## src/rtl/cpu_fetch_pkg.sv

```systemverilog
// Shared definitions for the 6502 fetch unit: FSM states, reset vector default
// and the opcode-to-operand-length rule (also used by trace/disassembly logic).
package cpu_fetch_pkg;

    typedef enum logic [2:0] {
        VEC_LO   = 3'd0,
        VEC_HI   = 3'd1,
        VEC_WAIT = 3'd2,
        FETCH_OP = 3'd3,
        FETCH_B1 = 3'd4,
        FETCH_B2 = 3'd5,
        FETCH_B3 = 3'd6,
        HOLD     = 3'd7
    } fetch_state_e;

    localparam logic [15:0] RESET_VEC_DEFAULT = 16'hFFFC;

    localparam logic [7:0] OPC_BRK = 8'h00;
    localparam logic [7:0] OPC_JSR = 8'h20;
    localparam logic [7:0] OPC_RTI = 8'h40;
    localparam logic [7:0] OPC_RTS = 8'h60;

    // Opcode layout is aaa_bbb_cc; bbb selects the addressing mode family.
    function automatic logic [1:0] oplen(input logic [7:0] opc);
        logic [1:0] len;
        len = 2'd0;
        if (opc == OPC_JSR) begin
            len = 2'd2;
        end else if (opc == OPC_BRK) begin
            len = 2'd1;
        end else if ((opc == OPC_RTI) || (opc == OPC_RTS)) begin
            len = 2'd0;
        end else if (opc[2]) begin
            len = opc[3] ? 2'd2 : 2'd1;
        end else if (opc[0]) begin
            len = (opc[4:2] == 3'b110) ? 2'd2 : 2'd1;
        end else if ((opc[4:2] == 3'b000) && opc[7]) begin
            len = 2'd1;
        end else if ((opc[1:0] == 2'b00) && (opc[4:2] == 3'b100)) begin
            len = 2'd1;
        end else begin
            len = 2'd0;
        end
        return len;
    endfunction

endpackage

```

## src/rtl/cpu_fetch_oplen.sv

```systemverilog
// Combinational operand-length decoder: 8-bit opcode in, 0..2 operand bytes out.
module cpu_fetch_oplen
    import cpu_fetch_pkg::*;
(
    input  logic [7:0] opcode_i,
    output logic [1:0] len_o
);

    // Pure decode of the opcode byte
    always_comb begin
        len_o = oplen(opcode_i);
    end

endmodule

```

## src/rtl/cpu_fetch.sv

```systemverilog
// 6502 instruction fetch: reset vector load, opcode + operand fetch, valid/ready
// hand-off and PC redirect. Optional HOLD-state prefetch: CPU_FETCH_PREFETCH_EN.
module cpu_fetch
    import cpu_fetch_pkg::*;
#(
    parameter logic [15:0] RESET_VEC = RESET_VEC_DEFAULT
) (
    input  logic        clk,
    input  logic        rst,
    output logic        mem_rd,
    output logic [15:0] mem_addr,
    input  logic [7:0]  mem_data,
    output logic [7:0]  ir,
    output logic [7:0]  op_lo,
    output logic [7:0]  op_hi,
    output logic [1:0]  op_len,
    output logic [15:0] instr_pc,
    output logic        valid,
    input  logic        ready,
    input  logic        jump_en,
    input  logic [15:0] jump_addr
);

    fetch_state_e state_q;
    logic [15:0]  pc_q;
    logic [15:0]  instr_pc_q;
    logic [7:0]   ir_q;
    logic [7:0]   op_lo_q;
    logic [7:0]   op_hi_q;
    logic [1:0]   op_len_q;
    logic         valid_q;

    logic [1:0]   len_s;
    logic         vec_s;
    logic         rd_s;
    logic [15:0]  rd_addr_s;

    cpu_fetch_oplen u_oplen (
        .opcode_i (mem_data),
        .len_o    (len_s)
    );

    // Redirects are only honoured once the vector has been loaded
    always_comb begin
        vec_s = (state_q == VEC_LO) || (state_q == VEC_HI) || (state_q == VEC_WAIT);
    end

    // Read strobe/address decode; a pending redirect suppresses operand reads
    always_comb begin
        rd_s      = 1'b0;
        rd_addr_s = pc_q;
        case (state_q)
            VEC_LO: begin
                rd_s      = 1'b1;
                rd_addr_s = RESET_VEC;
            end
            VEC_HI: begin
                rd_s      = 1'b1;
                rd_addr_s = RESET_VEC + 16'd1;
            end
            FETCH_OP: rd_s = 1'b1;
            FETCH_B1: rd_s = !jump_en && (len_s != 2'd0);
            FETCH_B2: rd_s = !jump_en && (op_len_q == 2'd2);
`ifdef CPU_FETCH_PREFETCH_EN
            HOLD:     rd_s = ready && !jump_en;
`else
            HOLD:     rd_s = 1'b0;
`endif
            default:  rd_s = 1'b0;
        endcase
        mem_rd   = rd_s && !rst;
        mem_addr = mem_rd ? rd_addr_s : 16'h0000;
    end

    // Fetch FSM with all instruction outputs held in registers
    always_ff @(posedge clk or posedge rst) begin
        if (rst) begin
            state_q    <= VEC_LO;
            pc_q       <= 16'h0000;
            instr_pc_q <= 16'h0000;
            ir_q       <= 8'h00;
            op_lo_q    <= 8'h00;
            op_hi_q    <= 8'h00;
            op_len_q   <= 2'd0;
            valid_q    <= 1'b0;
        end else if (jump_en && !vec_s) begin
            // Any outstanding read data is simply never consumed
            pc_q    <= jump_addr;
            valid_q <= 1'b0;
            state_q <= FETCH_OP;
        end else begin
            case (state_q)
                VEC_LO: state_q <= VEC_HI;
                VEC_HI: begin
                    pc_q[7:0] <= mem_data;
                    state_q   <= VEC_WAIT;
                end
                VEC_WAIT: begin
                    pc_q[15:8] <= mem_data;
                    state_q    <= FETCH_OP;
                end
                FETCH_OP: begin
                    instr_pc_q <= pc_q;
                    pc_q       <= pc_q + 16'd1;
                    state_q    <= FETCH_B1;
                end
                FETCH_B1: begin
                    ir_q     <= mem_data;
                    op_len_q <= len_s;
                    op_lo_q  <= 8'h00;
                    op_hi_q  <= 8'h00;
                    if (len_s == 2'd0) begin
                        valid_q <= 1'b1;
                        state_q <= HOLD;
                    end else begin
                        pc_q    <= pc_q + 16'd1;
                        state_q <= FETCH_B2;
                    end
                end
                FETCH_B2: begin
                    op_lo_q <= mem_data;
                    if (op_len_q == 2'd1) begin
                        valid_q <= 1'b1;
                        state_q <= HOLD;
                    end else begin
                        pc_q    <= pc_q + 16'd1;
                        state_q <= FETCH_B3;
                    end
                end
                FETCH_B3: begin
                    op_hi_q <= mem_data;
                    valid_q <= 1'b1;
                    state_q <= HOLD;
                end
                HOLD: begin
                    if (ready) begin
                        valid_q <= 1'b0;
`ifdef CPU_FETCH_PREFETCH_EN
                        // Opcode read overlaps the hand-off cycle
                        instr_pc_q <= pc_q;
                        pc_q       <= pc_q + 16'd1;
                        state_q    <= FETCH_B1;
`else
                        state_q    <= FETCH_OP;
`endif
                    end
                end
                default: state_q <= VEC_LO;
            endcase
        end
    end

    assign ir       = ir_q;
    assign op_lo    = op_lo_q;
    assign op_hi    = op_hi_q;
    assign op_len   = op_len_q;
    assign instr_pc = instr_pc_q;
    assign valid    = valid_q;

endmodule

```

## config.mk

```make
export PLATFORM = sky130hd
export DESIGN_NAME = cpu_fetch
export DESIGN_NICKNAME = d
export VERILOG_FILES = /design/src/rtl/cpu_fetch_pkg.sv /design/src/rtl/cpu_fetch_oplen.sv /design/src/rtl/cpu_fetch.sv
export SDC_FILE = /design/constraint.sdc
export NUM_CORES = 1
export LEC_CHECK = 0
export CAP_MARGIN = 20
export CORE_AREA = 2 2 118 120
export DETAILED_ROUTE_END_ITERATION = 12
export DIE_AREA = 0 0 120 122
export REMOVE_ABC_BUFFERS = 1
export SLEW_MARGIN = 40
export SYNTH_ARGS = -nofsm -noshare
export SYNTH_HDL_FRONTEND = slang
export SYNTH_SLANG_ARGS = --single-unit
```

## constraint.sdc

```tcl
create_clock -name clk -period 16.7 [get_ports clk]
set_input_delay 5.01 -clock clk [delete_from_list [all_inputs] [get_ports clk]]
set_output_delay 5.01 -clock clk [all_outputs]
set_load 0.05 [all_outputs]
```

* After elaboration in Yosys (flattened, before gate mapping)
Cells that the tools add are included.
** Storage, ports and cells
- Flip-flop bits (word level) :: 62
- Bits of input ports :: 28
** Cells by class
- Bitwise operators :: 1
- Eq/ne operators :: 19
- Muxes and demuxes :: 29
- Reductions and logical operators :: 31
- $add $sub $neg :: 1
** Operators with widths (number)
- 16-bit two-way mux :: 4
- 8-bit case mux with 4 select lines :: 2
- 16-bit case mux with 2 select lines :: 1
- 8-bit case mux with 2 select lines :: 2
- 3-bit case mux with 8 select lines :: 1
- 3-bit equality test, second input constant :: 6
- 2-bit two-way mux :: 9
- 16-bit by 1-bit adder with 16-bit output, second input constant :: 1
- 8-bit by 7-bit equality test with 1-bit output, second input constant :: 2
- 3-bit inequality test, second input constant :: 5
- 5-bit nonzero test :: 3
- 8-bit by 6-bit equality test with 1-bit output, second input constant :: 1
- 8-bit zero test :: 1
- 2-bit AND reduction :: 4
- 3-bit by 2-bit equality test with 1-bit output, second input constant :: 2
- 1-bit logical AND :: 6
- 3-bit zero test :: 2
- 1-bit two-way mux :: 6
- 3-bit two-way mux :: 2
- 3-bit AND reduction :: 2
- 2-bit nonzero test :: 3
- 2-bit zero test :: 2
- 1-bit case mux with 4 select lines :: 1
- 4-bit AND reduction :: 1
- other kinds (8) :: 12

* Longest topological paths before layout
- Depth in word-level cells :: 14
- Mapped depth :: 8

* By module
Synthesis repeated with hierarchy kept, for this count alone.
** Unflattened totals
- Cells, all modules :: 369
- Area total of the unflattened synthesis :: 3425.8 um2
** Modules (own cells, without submodules)
- cpu_fetch :: times used 1, cells each 356, seq. area each 1551.5 um2, area each 3331.9 um2
- cpu_fetch_oplen :: times used 1, cells each 13, seq. area each 0.0 um2, area each 93.8 um2

* Worst setup path before layout
OpenSTA, ideal clock, no wires.
- Path kind :: in2out
- Start :: input port rst
- End :: output port mem_addr[12]
- Stages :: 4
- Arrival time :: 7861 ps
- Slack :: 3829 ps
- Data required time :: 11690 ps
- Cell sequence :: clkbuf_1 > inv_1 > nand2_1 > o32ai_1
** Between the ends
- Cells in the longest elaborated chain, start to end :: 3
** Ends and longest elaborated chain
- start: declaration :: RTL line cpu_fetch.sv:9 : input logic rst,
- 1-bit zero test (no line)
- 1-bit logical AND :: RTL line cpu_fetch.sv:71 : mem_rd = rd_s && !rst;
- 16-bit two-way mux :: RTL line cpu_fetch.sv:72 : mem_addr = mem_rd ? rd_addr_s : 16'h0000;
- end: declaration :: RTL line cpu_fetch.sv:11 : output logic [15:0] mem_addr,
Every way passes these cells.

* Worst setup path after layout
- Start :: input port mem_data[4]
- End :: output port mem_addr[1]
** Between the ends
- Cells in the longest elaborated chain, start to end :: 14
- Elaborated cells on any way between the ends :: 23
** Ends and longest elaborated chain
- start: declaration :: RTL line cpu_fetch.sv:12 : input logic [7:0] mem_data,
- 3-bit equality test :: RTL line cpu_fetch_pkg.sv:39 : end else if ((opc[1:0] == 2'b00) && (opc[4:2] == 3'b100)) begin
- 1-bit logical AND :: RTL line cpu_fetch_pkg.sv:39
- 1-bit two-way mux :: RTL line cpu_fetch_pkg.sv:39
- 2-bit two-way mux :: RTL line cpu_fetch_pkg.sv:37 : end else if ((opc[4:2] == 3'b000) && opc[7]) begin
- 2-bit two-way mux :: RTL line cpu_fetch_pkg.sv:35 : end else if (opc[0]) begin
- 2-bit two-way mux :: RTL line cpu_fetch_pkg.sv:33 : end else if (opc[2]) begin
- 2-bit two-way mux :: RTL line cpu_fetch_pkg.sv:31 : end else if ((opc == OPC_RTI) || (opc == OPC_RTS)) begin
- 2-bit two-way mux :: RTL line cpu_fetch_pkg.sv:29 : end else if (opc == OPC_BRK) begin
- 2-bit two-way mux (*) :: RTL line cpu_fetch_pkg.sv:27 : if (opc == OPC_JSR) begin
- 2-bit nonzero test (*) :: RTL line cpu_fetch.sv:62 : FETCH_B1: rd_s = !jump_en && (len_s != 2'd0);
- 1-bit logical AND (*) :: RTL line cpu_fetch.sv:62
- 1-bit case mux with 3 select lines (*) :: RTL line cpu_fetch.sv:52 : case (state_q)
- 1-bit logical AND (*) :: RTL line cpu_fetch.sv:71
- 16-bit two-way mux (*) :: RTL line cpu_fetch.sv:72
Every way passes the cells marked *; elsewhere a longest branch is shown, timed or not.

==> reports/metrics.json <==
{
  "global_route": {
    "grt_max_degree": 63,
    "use_met2_pct": 26.7,
    "busiest_layer": "met2",
    "grt_remaining_overflow": 0,
    "wire_length_of_the_first_global_routing_pass_mm": 19.7,
    "grt.met3_usage_pct": 4.40,
    "first_global_vias": 3530,
    "antenna_violations_before_repair": 0,
    "globalRouteMet1Util_pct": 23.5,
    "grt_total_usage_pct": 17.3
  },
  "synthesis": {
    "synth_most_common_cell": "sky130_fd_sc_hd__dfrtp_1",
    "syn-mean-instance-area_um2": 9.42,
    "async_flop_share_pct": 100,
    "synth_largest_area_cell": "sky130_fd_sc_hd__dfrtp_1",
    "netlist.area_leader.share_pct": 39.1,
    "number_of_enable_flip_flop_cells_after_synthesis": 0,
    "synth_cell_types": 76,
    "synthesis.yosys.warnings": 0,
    "yosys_most_used_dff": "sky130_fd_sc_hd__dfrtp_1",
    "synth.top_cells.by_count": "sky130_fd_sc_hd__dfrtp_1, sky130_fd_sc_hd__nand2_1, sky130_fd_sc_hd__o21ai_0, sky130_fd_sc_hd__mux2_2, sky130_fd_sc_hd__nor2_1",
    "synthesis.instances": 421,
    "postSynthRegisterBits": 62,
    "synth-seq-area-share_pct": 39.1,
    "yosys-top-cells-area": "sky130_fd_sc_hd__dfrtp_1, sky130_fd_sc_hd__mux2_2, sky130_fd_sc_hd__nand2_1, sky130_fd_sc_hd__o21ai_0, sky130_fd_sc_hd__a211oi_2",
    "post_synth_instance_area_um2": 3970
  },
  "timing": {
    "setup_viol": 0,
    "final.setup_skew_ps": 5.17,
    "max_slew_margin_pct": 51.6,
    "max_slew.worst_pin.slew_ps": 723,
    "fmax_mhz": 75.9,
    "unrepaired_setup_endpoints_after_global_routing": "false",
    "report.final.slew_viol_count": 0,
    "fin_tns_setup_ps": 0,
    "finalCritPeriodShare_pct": 78.9,
    "hold_viol_final": 0,
    "final.min_clock_period_ps": 13180
  },
  "clock_tree": {
    "cts_post_setup_buffers_inserted": 0,
    "clock_sink_count": 62,
    "clock-root-buffer": "sky130_fd_sc_hd__clkbuf_16",
    "holdBufCountCts": 0,
    "worstSkewPairLatency_ps": 330,
    "tritoncts": "yes",
    "cts_buffers": 9,
    "number_of_h_tree_branching_levels": 3,
    "cts_buffer_depth": 2,
    "clk_transition_reported_paths_ps": 50,
    "cts_resized": 0
  },
  "worst_setup_path": {
    "critPathMaxFanout": 17,
    "cpMaxStageDelayCell": "sky130_fd_sc_hd__clkdlybuf4s50_1",
    "timing.critical_path.from_type": "input port",
    "endpoint_class_of_the_critical_path": "primary output",
    "critical_path.cell_chain": "clkdlybuf4s50_1, nand2b_2, a31oi_4, o21ai_4, a311o_2, a2111oi_4, clkdlybuf4s50_1",
    "data_required_time_of_the_worst_path_ps": 11690,
    "timing.critical_path.mode_cell": "sky130_fd_sc_hd__clkdlybuf4s50_1",
    "timing.critical_path.slowest_cell_delay_ps": 860,
    "cp.arrival_ps": 8170,
    "path_class": "input port to primary output"
  },
  "route": {
    "routed-via-count": 3570,
    "count_of_unresolved_drc_violations_after_routing": 0,
    "postRouteAntennaNets": 0,
    "avgViaCountPerCell": 5.31,
    "drt_pre_antenna_iters": 4,
    "drt-initial-drc-count": 248,
    "drt-wirelength-per-cell_um": 18.3,
    "routed_wirelength_mm": 12.3
  },
  "layout": {
    "fin_nets": 518,
    "area.growth.synth_to_final_pct": 31.1,
    "layout-drive-gt1-share_pct": 16.1,
    "num_antenna_cells": 0,
    "postLayoutCellArea_um2": 5200
  },
  "power": {
    "power_leakage_nw": 2.05,
    "power.density_cell_area_nw_per_um2": 238,
    "design_power_total_mw": 1.24,
    "vdd_ir_drop_max_mv": 0.0658
  },
  "floorplanning": {
    "ports_placed_on_the_boundary": 88,
    "placeable_core_region_um2": 13500,
    "initial_utilization_pct": 29.4,
    "die_area_um2": 14600,
    "die_y_um": 122,
    "die_w_um": 120,
    "core.rowCount": 43
  },
  "placement": {
    "placedInstanceArea_um2": 4920,
    "numPortBuffers": 87,
    "last_weighted_congestion_value_of_the_routability_driven_placer": 0.880,
    "place_hpwl_mm": 8.72
  },
  "min_path": {
    "holdCritPathClass": "flop to flop"
  },
  "status": {
    "status": "finished clean"
  },
  "run": {
    "max_cap_viol_count": 0
  }
}
-- state kept, by name, summed over array words and instances (netlist names) --
signal and flops:
instr_pc 16, ir 8, op_hi 8, op_len 2, op_lo 8, pc_q 16, state_q 3, valid 1
-- kinds of logic (layout without fill, tap and decap cells) --
family	Yosys count	after routing	share of synthesized area, %
and+or+nand+nor	133	133	17.7
DFF	62	62	39.1
xor gates and xnor gates	2	2	0.442
buffers and inverters	52	123	6.41
AOI/OAI and AO/OA	137	137	26.4
muxes	33	33	9.31
adders and majority gates	2	2	0.568
-- placed cells by master, fill, tap and decap left out, drive strengths merged, types with 3 or more instances in the layout --
cell type and instances:
nand2b 8, o21ai 37, a21oi 17, a32oi 3, o2bb2ai 3, o32ai 8, clkdlybuf4s50 86, a211o 3
inv 15, nand4 5, nand3 8, a22oi 6, or3 3, and4 3, a21boi 8, nor2b 5
nor2 22, dfrtp 62, or2 3, and2 5, o211ai 4, a211oi 13, a31oi 9, nand2 53
nor3 5, a21o 4, o22ai 5, buf 6, clkbuf 13, mux2 31, clkinv 3
-- worst max-delay path: cells and delay by family --
family          cells  cell delay [ps]
simple gates        1              320
buf+inv             2             1490
compound gates      4             1330
-- metal layers --
metal  part of all wire [%]  vias to the layer above
li1                       -                     1686
met1                     44                     1762
met2                     48                      108
met3                    6.3                       14
met4                    1.7                        0
met5                      0                        -
-- area by class of cell --
cell class              count  area (µm²)
clock buffers              13         270
clock inverters             1        5.00
fillers                  1352        8300
inverters                  17        63.8
multi-input cells         307        2170
flip-flops and latches     62        1550
well taps                 180         225
repair buffers             92         915
-- worst paths after layout --
kind                                         from                   end  slack (ps)  cells past startpoint
max in group asynchronous                     rst  op_lo[3]$_DFFE_PP0P_       11210                      3
max reg2reg                state_q[2]$_DFFE_PP0N_   pc_q[1]$_DFFE_PP0P_       14140                      4
max                                   mem_data[4]           mem_addr[1]        3520                      7
min in group asynchronous                     rst  pc_q[14]$_DFFE_PP0P_        5080                      3
min                          op_lo[5]$_DFFE_PP0P_  op_lo[5]$_DFFE_PP0P_         480                      2
min reg2reg                  op_lo[5]$_DFFE_PP0P_  op_lo[5]$_DFFE_PP0P_         480                      2
-- metrics by stage --
stage               instances  setup slack [ps]  util (%)  hold slack (ps)
global placement          657              3380      36.3              464
detailed placement        658              3510      36.4              475
finish                    672              3520      38.5              480
floorplan                 386              3960         -              496
global route              672              3380      38.5              505
CTS                       672              3490      38.5              487
-- report_power, final --
part / internal (mW) / total, mW / leakage (nW) / switching (mW)
clock: 0.110 / 0.172 / 0.138 / 0.0612
combinational: 0.278 / 0.764 / 1.16 / 0.486
sequential: 0.223 / 0.301 / 0.750 / 0.0781
Note: power is estimated with default switching activity, not from simulation.
